### src/rtl/audio_divider_pair_if.sv
// Bus bundle for the audio divider pair: CPU write port, mode/timing
// controls, and the divider state/pulse outputs.
interface audio_divider_pair_if;
  logic       enp;
  logic       base_tick;
  logic       fast_lo;
  logic       link;
  logic       stimer;
  logic       wr_lo;
  logic       wr_hi;
  logic [7:0] din;
  logic [7:0] audf_lo;
  logic [7:0] audf_hi;
  logic [7:0] cnt_lo;
  logic [7:0] cnt_hi;
  logic       pulse_lo;
  logic       pulse_hi;

  modport master (
    output enp, base_tick, fast_lo, link, stimer, wr_lo, wr_hi, din,
    input  audf_lo, audf_hi, cnt_lo, cnt_hi, pulse_lo, pulse_hi
  );

  modport slave (
    input  enp, base_tick, fast_lo, link, stimer, wr_lo, wr_hi, din,
    output audf_lo, audf_hi, cnt_lo, cnt_hi, pulse_lo, pulse_hi
  );
endinterface

### src/rtl/audio_divider_pair.sv
// Pair of 8-bit AUDF frequency dividers with an optional 16-bit linked mode;
// produces one-clk divider pulses for the downstream audio channel stages.
module audio_divider_pair #(
  parameter int HOLD_FAST      = 3,
  parameter int HOLD_LINK_FAST = 6
) (
  input logic                 clk,
  input logic                 reset,
  audio_divider_pair_if.slave bus
);

  localparam logic [7:0] HOLD_FAST_V = 8'(HOLD_FAST);
  localparam logic [7:0] HOLD_LINK_V = 8'(HOLD_LINK_FAST);

  typedef enum logic {ST_COUNT = 1'b0, ST_HOLD = 1'b1} state_e;

  typedef struct packed {
    state_e     st;
    logic [7:0] hold;
    logic       fire;
    logic       clr;
    logic       inc;
  } step_t;

  // One enp-qualified step of a channel FSM; the caller applies clr/inc to its counter.
  function automatic step_t fsm_step(input state_e st, input logic [7:0] hold,
                                     input logic tick, input logic hit,
                                     input logic fast, input logic [7:0] hold_len);
    step_t r;
    r = '{st: st, hold: hold, fire: 1'b0, clr: 1'b0, inc: 1'b0};
    case (st)
      ST_COUNT: begin
        if (tick && hit) begin
          r.clr = 1'b1;
          if (fast) begin
            r.st   = ST_HOLD;
            r.hold = hold_len;
          end else begin
            r.fire = 1'b1;
          end
        end else if (tick) begin
          r.inc = 1'b1;
        end else begin
          r.inc = 1'b0;
        end
      end
      ST_HOLD: begin
        if (hold <= 8'd1) begin
          r.st   = ST_COUNT;
          r.hold = 8'd0;
          r.fire = 1'b1;
        end else begin
          r.hold = hold - 8'd1;
        end
      end
      default: begin
        r.st   = ST_COUNT;
        r.hold = 8'd0;
      end
    endcase
    return r;
  endfunction

  state_e     st_lo_q, st_lo_d, st_hi_q, st_hi_d;
  logic [7:0] audf_lo_q, audf_lo_d, audf_hi_q, audf_hi_d;
  logic [7:0] cnt_lo_q, cnt_lo_d, cnt_hi_q, cnt_hi_d;
  logic [7:0] hold_lo_q, hold_lo_d, hold_hi_q, hold_hi_d;
  logic       pulse_lo_q, pulse_lo_d, pulse_hi_q, pulse_hi_d;
  logic       tick_lo, tick_hi;
  logic [15:0] cnt16_inc;
  step_t      s_lo, s_hi, s_pair;

  // Next-state logic; in linked mode the high channel FSM runs the 16-bit pair.
  always_comb begin
    tick_lo   = bus.enp & (bus.fast_lo | bus.base_tick);
    tick_hi   = bus.enp & bus.base_tick;
    s_lo      = fsm_step(st_lo_q, hold_lo_q, tick_lo, cnt_lo_q == audf_lo_q,
                         bus.fast_lo, HOLD_FAST_V);
    s_hi      = fsm_step(st_hi_q, hold_hi_q, tick_hi, cnt_hi_q == audf_hi_q,
                         1'b0, HOLD_FAST_V);
    s_pair    = fsm_step(st_hi_q, hold_hi_q, tick_lo,
                         {cnt_hi_q, cnt_lo_q} == {audf_hi_q, audf_lo_q},
                         bus.fast_lo, HOLD_LINK_V);
    cnt16_inc = {cnt_hi_q, cnt_lo_q} + 16'd1;

    st_lo_d    = st_lo_q;
    st_hi_d    = st_hi_q;
    cnt_lo_d   = cnt_lo_q;
    cnt_hi_d   = cnt_hi_q;
    hold_lo_d  = hold_lo_q;
    hold_hi_d  = hold_hi_q;
    pulse_lo_d = 1'b0;
    pulse_hi_d = 1'b0;

    if (bus.enp && bus.wr_lo) begin
      audf_lo_d = bus.din;
    end else begin
      audf_lo_d = audf_lo_q;
    end
    if (bus.enp && bus.wr_hi) begin
      audf_hi_d = bus.din;
    end else begin
      audf_hi_d = audf_hi_q;
    end

    if (!bus.enp) begin
      st_lo_d = st_lo_q;
    end else if (bus.stimer) begin
      st_lo_d   = ST_COUNT;
      st_hi_d   = ST_COUNT;
      cnt_lo_d  = 8'd0;
      cnt_hi_d  = 8'd0;
      hold_lo_d = 8'd0;
      hold_hi_d = 8'd0;
    end else if (bus.link) begin
      st_hi_d    = s_pair.st;
      hold_hi_d  = s_pair.hold;
      pulse_hi_d = s_pair.fire;
      if (s_pair.clr) begin
        cnt_lo_d = 8'd0;
        cnt_hi_d = 8'd0;
      end else if (s_pair.inc) begin
        {cnt_hi_d, cnt_lo_d} = cnt16_inc;
      end else begin
        cnt_lo_d = cnt_lo_q;
      end
    end else begin
      st_lo_d    = s_lo.st;
      hold_lo_d  = s_lo.hold;
      pulse_lo_d = s_lo.fire;
      if (s_lo.clr) begin
        cnt_lo_d = 8'd0;
      end else if (s_lo.inc) begin
        cnt_lo_d = cnt_lo_q + 8'd1;
      end else begin
        cnt_lo_d = cnt_lo_q;
      end
      st_hi_d    = s_hi.st;
      hold_hi_d  = s_hi.hold;
      pulse_hi_d = s_hi.fire;
      if (s_hi.clr) begin
        cnt_hi_d = 8'd0;
      end else if (s_hi.inc) begin
        cnt_hi_d = cnt_hi_q + 8'd1;
      end else begin
        cnt_hi_d = cnt_hi_q;
      end
    end
  end

  // State registers with synchronous reset.
  always_ff @(posedge clk) begin
    if (reset) begin
      st_lo_q    <= ST_COUNT;
      st_hi_q    <= ST_COUNT;
      audf_lo_q  <= 8'd0;
      audf_hi_q  <= 8'd0;
      cnt_lo_q   <= 8'd0;
      cnt_hi_q   <= 8'd0;
      hold_lo_q  <= 8'd0;
      hold_hi_q  <= 8'd0;
      pulse_lo_q <= 1'b0;
      pulse_hi_q <= 1'b0;
    end else begin
      st_lo_q    <= st_lo_d;
      st_hi_q    <= st_hi_d;
      audf_lo_q  <= audf_lo_d;
      audf_hi_q  <= audf_hi_d;
      cnt_lo_q   <= cnt_lo_d;
      cnt_hi_q   <= cnt_hi_d;
      hold_lo_q  <= hold_lo_d;
      hold_hi_q  <= hold_hi_d;
      pulse_lo_q <= pulse_lo_d;
      pulse_hi_q <= pulse_hi_d;
    end
  end

  assign bus.audf_lo  = audf_lo_q;
  assign bus.audf_hi  = audf_hi_q;
  assign bus.cnt_lo   = cnt_lo_q;
  assign bus.cnt_hi   = cnt_hi_q;
  assign bus.pulse_lo = pulse_lo_q;
  assign bus.pulse_hi = pulse_hi_q;

endmodule

### src/flat_wrapper.sv
// flat-port wrapper written by rule: the top's interface ports become plain ports
module audio_divider_pair_flat 
#(
  parameter int HOLD_FAST      = 3,
  parameter int HOLD_LINK_FAST = 6
)
  (clk, reset, bus_enp, bus_base_tick, bus_fast_lo, bus_link, bus_stimer, bus_wr_lo, bus_wr_hi, bus_din, bus_audf_lo, bus_audf_hi, bus_cnt_lo, bus_cnt_hi, bus_pulse_lo, bus_pulse_hi);
  audio_divider_pair_if bus_i ();
  input logic clk;
  input logic reset;
  input wire logic [$bits(bus_i.enp)-1:0] bus_enp;
  input wire logic [$bits(bus_i.base_tick)-1:0] bus_base_tick;
  input wire logic [$bits(bus_i.fast_lo)-1:0] bus_fast_lo;
  input wire logic [$bits(bus_i.link)-1:0] bus_link;
  input wire logic [$bits(bus_i.stimer)-1:0] bus_stimer;
  input wire logic [$bits(bus_i.wr_lo)-1:0] bus_wr_lo;
  input wire logic [$bits(bus_i.wr_hi)-1:0] bus_wr_hi;
  input wire logic [$bits(bus_i.din)-1:0] bus_din;
  output wire logic [$bits(bus_i.audf_lo)-1:0] bus_audf_lo;
  output wire logic [$bits(bus_i.audf_hi)-1:0] bus_audf_hi;
  output wire logic [$bits(bus_i.cnt_lo)-1:0] bus_cnt_lo;
  output wire logic [$bits(bus_i.cnt_hi)-1:0] bus_cnt_hi;
  output wire logic [$bits(bus_i.pulse_lo)-1:0] bus_pulse_lo;
  output wire logic [$bits(bus_i.pulse_hi)-1:0] bus_pulse_hi;
  assign bus_i.enp = bus_enp;
  assign bus_i.base_tick = bus_base_tick;
  assign bus_i.fast_lo = bus_fast_lo;
  assign bus_i.link = bus_link;
  assign bus_i.stimer = bus_stimer;
  assign bus_i.wr_lo = bus_wr_lo;
  assign bus_i.wr_hi = bus_wr_hi;
  assign bus_i.din = bus_din;
  assign bus_audf_lo = bus_i.audf_lo;
  assign bus_audf_hi = bus_i.audf_hi;
  assign bus_cnt_lo = bus_i.cnt_lo;
  assign bus_cnt_hi = bus_i.cnt_hi;
  assign bus_pulse_lo = bus_i.pulse_lo;
  assign bus_pulse_hi = bus_i.pulse_hi;
  audio_divider_pair #(.HOLD_FAST(HOLD_FAST), .HOLD_LINK_FAST(HOLD_LINK_FAST)) u_core (.clk(clk), .reset(reset), .bus(bus_i));
endmodule
### config.mk
export PLATFORM = sky130hd
export DESIGN_NAME = audio_divider_pair_flat
export DESIGN_NICKNAME = d
export VERILOG_FILES = /design/src/rtl/audio_divider_pair_if.sv /design/src/rtl/audio_divider_pair.sv /design/src/flat_wrapper.sv
export SDC_FILE = /design/constraint.sdc
export NUM_CORES = 1
export LEC_CHECK = 0
export ABC_CLOCK_PERIOD_IN_PS = 2300
export BUFFER_PORTS_ARGS = -buffer_cell sky130_fd_sc_hd__clkbuf_2
export CORE_MARGIN = 3
export CORE_UTILIZATION = 40
export DETAILED_ROUTE_END_ITERATION = 8
export PLACE_DENSITY = 0.62
export SYNTH_ARGS = -nofsm -noshare
export SYNTH_HDL_FRONTEND = slang
export SYNTH_SLANG_ARGS = --single-unit
export TNS_END_PERCENT = 10
### constraint.sdc
create_clock -name clk -period 2.3 [get_ports clk]
set_input_delay 0.23 -clock clk [delete_from_list [all_inputs] [get_ports clk]]
set_output_delay 0.23 -clock clk [all_outputs]
set_load 0.05 [all_outputs]
# Yosys cells after proc, flatten, opt, wreduce, memory -nomap -nowiden
# Index checks and enable logic that the tools add are counted.
# totals
reg_bits	52
out_inout_bits	34
elab_cells	92
# op_classes
add_sub_neg	5
magnitude_cmp	2
eq_ne	9
n_mux	45
bitwise_logic	6
reduce_logical	15
# op_table
op	count
8-bit 2-to-1 mux	18
10-bit one-hot mux with 2 select lines	2
9-bit 2-to-1 mux	3
11-bit 2-to-1 mux	2
16-bit by 1-bit adder with 16-bit output (second input constant)	1
8-bit by 1-bit adder with 8-bit output (second input constant)	2
16-bit equality test	1
8-bit equality test	2
8-bit by 1-bit <= comparator with 1-bit output (second input constant)	2
8-bit by 1-bit subtractor with 8-bit output (second input constant)	2
1-bit 2-to-1 mux	15
2-bit 2-to-1 mux	4
4-bit AND reduction	2
4-bit nonzero test	2
3-bit AND reduction	2
1-bit logical AND	5
4-bit by 1-bit != test with 1-bit output (second input constant)	1
4-bit by 3-bit != test with 1-bit output (second input constant)	1
4-bit != test (second input constant)	1
4-bit OR reduction	1
3-bit by 2-bit != test with 1-bit output (second input constant)	1
3-bit != test (second input constant)	1
1-bit inverter	3
3-bit nonzero test	1
6 further kinds	7

# Longest topological paths before layout
# depth
word_depth	9
ltp_mapped	8
mapped_depth_nobuf	7

# Worst setup path after synthesis
# Ideal clock, no wire load.
# synth_timing
kind	reg-to-reg
start	register u_core.cnt_hi_q[2] (netlist: u_core.bus.cnt_hi[2])
end	register u_core.cnt_hi_q[5] (netlist: u_core.bus.cnt_hi[5])
setup_ns	0.131
arrival_time_ns	1.969
t_required_ns	2.169
setup_slack_ns	0.200
stages_incl_launch_ff	8
path_buffers	1
path_cell_list	dfxtp_1 -> buf_6 -> xnor2_2 -> nand4_2 -> nor4_4 -> nor3_1 -> a221oi_1 -> o22ai_1
# synth_via
elab_chain_len	7
elab_cells_between_ends	21
cone_classes	2 x add/sub; 3 x eq/ne; 12 x mux; 4 x reduce/logical
# synth_lines
element	line_no	source
start, declared	audio_divider_pair.sv:66	logic [7:0] cnt_lo_q, cnt_lo_d, cnt_hi_q, cnt_hi_d;
start signal, assigned	audio_divider_pair.sv:170	cnt_hi_q <= cnt_hi_d;
branches (longest 7 deep; another with 16-bit by 1-bit adder with 16-bit output)	--	
# Parallel ways; which one is timed is not known. The select of a mux whose other input is x is not followed.
# A chain may end at the register's enable or synchronous reset.

# Final worst setup path
# layout_timing
start	register u_core.cnt_hi_q[1] (netlist: u_core.bus.cnt_hi[1])
end	register u_core.cnt_lo_q[5] (netlist: u_core.bus.cnt_lo[5])
# layout_via
elab_chain_len	7
elab_cells_between_ends	10
cone_classes	2 x eq/ne; 6 x mux; 2 x reduce/logical
# layout_lines
element	line_no	source
16-bit equality test (*)	audio_divider_pair.sv:82	{cnt_hi_q, cnt_lo_q} == {audf_hi_q, audf_lo_q},
1-bit logical AND (*)	audio_divider_pair.sv:33	if (tick && hit) begin
11-bit 2-to-1 mux	audio_divider_pair.sv:33	
2-bit 2-to-1 mux (*)	audio_divider_pair.sv:31	case (st)
8-bit 2-to-1 mux	audio_divider_pair.sv:119	if (s_pair.clr) begin
8-bit 2-to-1 mux	audio_divider_pair.sv:115	end else if (bus.link) begin
8-bit 2-to-1 mux	audio_divider_pair.sv:108	end else if (bus.stimer) begin
end signal, assigned	audio_divider_pair.sv:169	cnt_lo_q <= cnt_lo_d;
end, declared	audio_divider_pair.sv:66	
# Mark *: on every way between the ends. The rest lies on a longest branch, timed or not. The select of a mux whose other input is x is not followed.

==> report_table.html <==
<table>
<tr><th>Metric</th><th>Value</th></tr>
<tr><th colspan="2">CTS</th></tr>
<tr><td>CTS HTree Levels</td><td>2</td></tr>
<tr><td>TritonCTS Buffers</td><td>5</td></tr>
<tr><td>Latest clock arrival within the worst-skew pair</td><td>0.30 ns</td></tr>
<tr><td>Max Buffers Root-to-Sink</td><td>2</td></tr>
<tr><td>Root Buffer</td><td>sky130_fd_sc_hd__clkbuf_8</td></tr>
<tr><td>Sinks on the clock net</td><td>52</td></tr>
<tr><td>Clock tree from TritonCTS</td><td>done</td></tr>
<tr><td>Post-cts hold buffer count</td><td>0</td></tr>
<tr><td>Clock transition at the registers of the reported paths</td><td>0.09 ns</td></tr>
<tr><th colspan="2">Cells and area</th></tr>
<tr><td>Syn-to-layout area delta</td><td>13.52%</td></tr>
<tr><td>Number of nets in the layout</td><td>473</td></tr>
<tr><td>Diode insertion count for antenna repair</td><td>0</td></tr>
<tr><td>Layout cell share with drive strength beyond 1</td><td>0.2178</td></tr>
<tr><td>Final non-filler cell total</td><td>552</td></tr>
<tr><th colspan="2">Floorplan</th></tr>
<tr><td>Die Y</td><td>95.61 µm</td></tr>
<tr><td>Die span in x</td><td>95.61 µm</td></tr>
<tr><td>Site row count</td><td>32</td></tr>
<tr><td>Starting utilization of the core area</td><td>0.4135</td></tr>
<tr><td>Core ar.</td><td>7767 µm²</td></tr>
<tr><td>DIE AREA</td><td>9140 µm²</td></tr>
<tr><td>Top Ports</td><td>51</td></tr>
<tr><th colspan="2">Outcome</th></tr>
<tr><td>Outcome</td><td>finished clean</td></tr>
<tr><th colspan="2">Global route</th></tr>
<tr><td>Number of antenna violations at the first check in global routing</td><td>0</td></tr>
<tr><td>Total congestion overflow after global routing</td><td>0</td></tr>
<tr><td>Pin count of the biggest net entering global routing</td><td>29</td></tr>
<tr><td>Via count of the first global-routing pass</td><td>2,909</td></tr>
<tr><td>Total Routing Usage GR</td><td>0.1975</td></tr>
<tr><td>Wire length of the first global-routing pass</td><td>14,250 µm</td></tr>
<tr><th colspan="2">Pwr</th></tr>
<tr><td>Cell area power density</td><td>491.0 nW/µm²</td></tr>
<tr><td>VDD IR max</td><td>0.2052 mV</td></tr>
<tr><td>Leak</td><td>1.278 nW</td></tr>
<tr><th colspan="2">STA</th></tr>
<tr><td>RSZ-0062 raised after global routing</td><td>no</td></tr>
<tr><td>Clock Skews</td><td>0.004321 ns</td></tr>
<tr><td>Hold Violations, Final</td><td>0</td></tr>
<tr><td>Maximum clock rate</td><td>0.4790 GHz</td></tr>
<tr><td>Worst slew margin relative to its limit</td><td>0.5253</td></tr>
<tr><td>Number of setup violations in the final report</td><td>0</td></tr>
<tr><td>Final cycle utilization of the critical path</td><td>0.9076</td></tr>
<tr><td>Setup TNS after final layout</td><td>0 ns</td></tr>
<tr><td>Max-slew violation count</td><td>0</td></tr>
<tr><td>Actual slew at the worst max-slew pin</td><td>0.7061 ns</td></tr>
<tr><td>Shortest clock period the worst path allows after layout</td><td>2.088 ns</td></tr>
<tr><th colspan="2">Logic synthesis</th></tr>
<tr><td>Synthesized flop and latch total</td><td>52</td></tr>
<tr><td>Most frequently used flop master after synthesis</td><td>sky130_fd_sc_hd__dfxtp_1</td></tr>
<tr><td>Share of flip-flops with an asynchronous set or reset after synthesis</td><td>0</td></tr>
<tr><td>Synth Cell Area</td><td>3212 µm²</td></tr>
<tr><td>Count of synthesis-stage warnings from yosys</td><td>0</td></tr>
<tr><td>Sequential fraction of the synthesis area</td><td>0.3241</td></tr>
<tr><td>Number of unique standard cell types used by synthesis</td><td>75</td></tr>
<tr><td>Number of enable flip-flop cells after synthesis</td><td>0</td></tr>
<tr><td>Number of instances in the synthesized netlist</td><td>401</td></tr>
<tr><td>Cell types with the largest area share after synthesis</td><td>sky130_fd_sc_hd__dfxtp_1 (32%), sky130_fd_sc_hd__nand2_1 (6.4%), sky130_fd_sc_hd__a21oi_1 (5.5%), sky130_fd_sc_hd__nand3_1 (5.5%), sky130_fd_sc_hd__xnor2_1 (3.5%)</td></tr>
<tr><td>Cell taking the most area after synthesis</td><td>sky130_fd_sc_hd__dfxtp_1</td></tr>
<tr><td>Average size of a mapped cell</td><td>8.010 µm²</td></tr>
<tr><td>Total nets after synthesis</td><td>424</td></tr>
<tr><td>Synth top area share</td><td>0.3241</td></tr>
<tr><th colspan="2">Setup path</th></tr>
<tr><td>Arrival time worst endpoint</td><td>2.26 ns</td></tr>
<tr><td>CP required</td><td>2.47 ns</td></tr>
<tr><td>CP max stage cell</td><td>sky130_fd_sc_hd__dfxtp_1</td></tr>
<tr><td>Critical Path Max Stage Delay</td><td>0.52 ns</td></tr>
<tr><td>Crit start category</td><td>flip-flop</td></tr>
<tr><td>Critical-path maximum fanout</td><td>7</td></tr>
<tr><td>Series of cell instances along the critical path</td><td>xnor2_1 &gt; nand4_4 &gt; o41ai_2 &gt; a21boi_1 &gt; nand3_1 &gt; o311ai_0</td></tr>
<tr><td>Kind of capture point of the worst setup path</td><td>flip-flop</td></tr>
<tr><td>Type of the worst setup path</td><td>reg -&gt; reg</td></tr>
<tr><th colspan="2">Drt</th></tr>
<tr><td>Post-route DRC violation count</td><td>0</td></tr>
<tr><td>Final Routed Wirelength</td><td>8693 µm</td></tr>
<tr><td>Average via count per standard cell</td><td>5.694</td></tr>
<tr><td>Routed length per placed instance</td><td>15.75 µm</td></tr>
<tr><td>Total vias in the final route</td><td>3,143</td></tr>
<tr><td>First-pass DRT Iterations</td><td>5</td></tr>
<tr><td>Post-route ant nets</td><td>0</td></tr>
<tr><td>Initial detailed-routing violation count</td><td>253</td></tr>
<tr><th colspan="2">Run</th></tr>
<tr><td>Number of maximum-capacitance violations</td><td>0</td></tr>
<tr><th colspan="2">Place</th></tr>
<tr><td>Port-buffer cells</td><td>50</td></tr>
<tr><td>Final weighted congestion in routability-driven placement</td><td>0.8705</td></tr>
<tr><td>Hpwl dp</td><td>6687 µm</td></tr>
<tr><td>Post-Place Cells</td><td>545</td></tr>
<tr><th colspan="2">Hold path</th></tr>
<tr><td>Hold WC Path Type</td><td>in -&gt; reg</td></tr>
</table>
-- power by group --
group          switching, mW  leakage (nW)  internal (mW)
Combinational          0.238         0.816          0.111
Clock                  0.292        0.0410          0.208
Sequential            0.0241         0.421          0.918
-- cell usage in the layout, fill, tap and decap left out, types with 6 or more instances in the layout --
master and instances:
sky130_fd_sc_hd__a31oi_1 7, sky130_fd_sc_hd__ha_1 6, sky130_fd_sc_hd__nand3_1 35, sky130_fd_sc_hd__dfxtp_1 52
sky130_fd_sc_hd__o21ai_0 16, sky130_fd_sc_hd__nor3_1 15, sky130_fd_sc_hd__or3_1 8, sky130_fd_sc_hd__nand2_1 55
sky130_fd_sc_hd__a21oi_1 35, sky130_fd_sc_hd__nand2b_1 7, sky130_fd_sc_hd__inv_1 11, sky130_fd_sc_hd__nor2_1 23
sky130_fd_sc_hd__buf_4 14, sky130_fd_sc_hd__xnor2_1 13, sky130_fd_sc_hd__clkbuf_2 50
-- metal layers --
metal	part of all wire	global-route usage	up-vias	wire length, µm
li1	-	-	1578	-
met1	0.48	0.2778	1471	4185
met2	0.45	0.3028	79	3886
met3	0.052	0.03552	15	452
met4	0.019	0.06635	0	167
met5	0	0	-	0
-- final cells by class --
class,instances,area [µm²]
Sequential cell,52,1041
Tap cell,102,127.6
Multi-Input combinational cell,315,1999
Clock buffer,6,72.57
Fill cell,804,4121
Inverter,12,45.04
Timing Repair Buffer,64,355.3
Clock inverter,1,5.005
-- synth_stat cells (5+ instances only) --
library cell	number
sky130_fd_sc_hd__nor3_1	15
sky130_fd_sc_hd__dfxtp_1	52
sky130_fd_sc_hd__buf_4	5
sky130_fd_sc_hd__nand3_1	35
sky130_fd_sc_hd__clkbuf_1	8
sky130_fd_sc_hd__nand2b_1	7
sky130_fd_sc_hd__xnor2_1	13
sky130_fd_sc_hd__ha_1	6
sky130_fd_sc_hd__o21ai_0	16
sky130_fd_sc_hd__a31oi_1	7
sky130_fd_sc_hd__inv_1	11
sky130_fd_sc_hd__nand4_1	5
sky130_fd_sc_hd__nand2_1	55
sky130_fd_sc_hd__nor2_1	24
sky130_fd_sc_hd__a21oi_1	35
sky130_fd_sc_hd__or3_1	8
-- kinds of logic (layout without fill, tap and decap cells) --
family,after synthesis,count (layout),synth area share
buffers and inverters,34,83,0.05415
AO/OA/AOI/OAI,111,111,0.2415
adder cells (fa/ha/maj),6,6,0.02337
AND/OR/NAND/NOR,177,177,0.2906
multiplexers,4,4,0.01286
XOR/XNOR,17,17,0.05337
flip-flops,52,52,0.3241
-- worst paths after layout --
| path | from | end | slack [ns] | cells after the start |
|---|---|---|---|---|
| worst max register to register | u_core.bus.cnt_hi[1] | u_core.bus.cnt_lo[5] | 0.21 | 6 |
| worst min register to register | u_core.hold_lo_q[7] | u_core.hold_lo_q[7] | 0.47 | 1 |
| worst min-delay path | bus_din[2] | u_core.bus.audf_lo[2] | 0.19 | 3 |
| worst max-delay path | u_core.bus.cnt_hi[1] | u_core.bus.cnt_lo[5] | 0.21 | 6 |
-- sequential cells by signal, summed over array words and instances (netlist names), 8 cells and up --
name / cells
u_core.bus.cnt_lo: 8
u_core.hold_hi_q: 8
u_core.bus.audf_hi: 8
u_core.bus.cnt_hi: 8
u_core.hold_lo_q: 8
u_core.bus.audf_lo: 8
-- worst max-delay path: cells and delay by family (launching register included) --
family | cells | cell delay [ns]
xor gates and xnor gates | 1 | 0.21
AOI/OAI and AO/OA | 3 | 0.87
and+or+nand+nor | 2 | 0.35
DFF | 1 | 0.52
-- metrics by stage --
stage	utilization	hold WS, ns	area, µm²	total power [mW]	worst slack [ns]
3_3_place_gp	0.4591	0.4632	3566	1.306	0.3137
3_5_place_dp	0.4591	0.4594	3566	1.310	0.2508
4_1_cts	0.4691	0.1777	3643	1.803	0.2353
2_1_floorplan	-	0.3935	3212	1.212	0.1996
6_report	0.4694	0.1876	3646	1.790	0.2125
5_1_grt	0.4694	0.1846	3646	1.880	0.04461
-- timing repair --
item	in CTS	in global routing
buffers inserted	0	0
resized for setup	0	1
setup endpoints to repair	0	1
No activity file was read; power rests on OpenSTA's default activity.
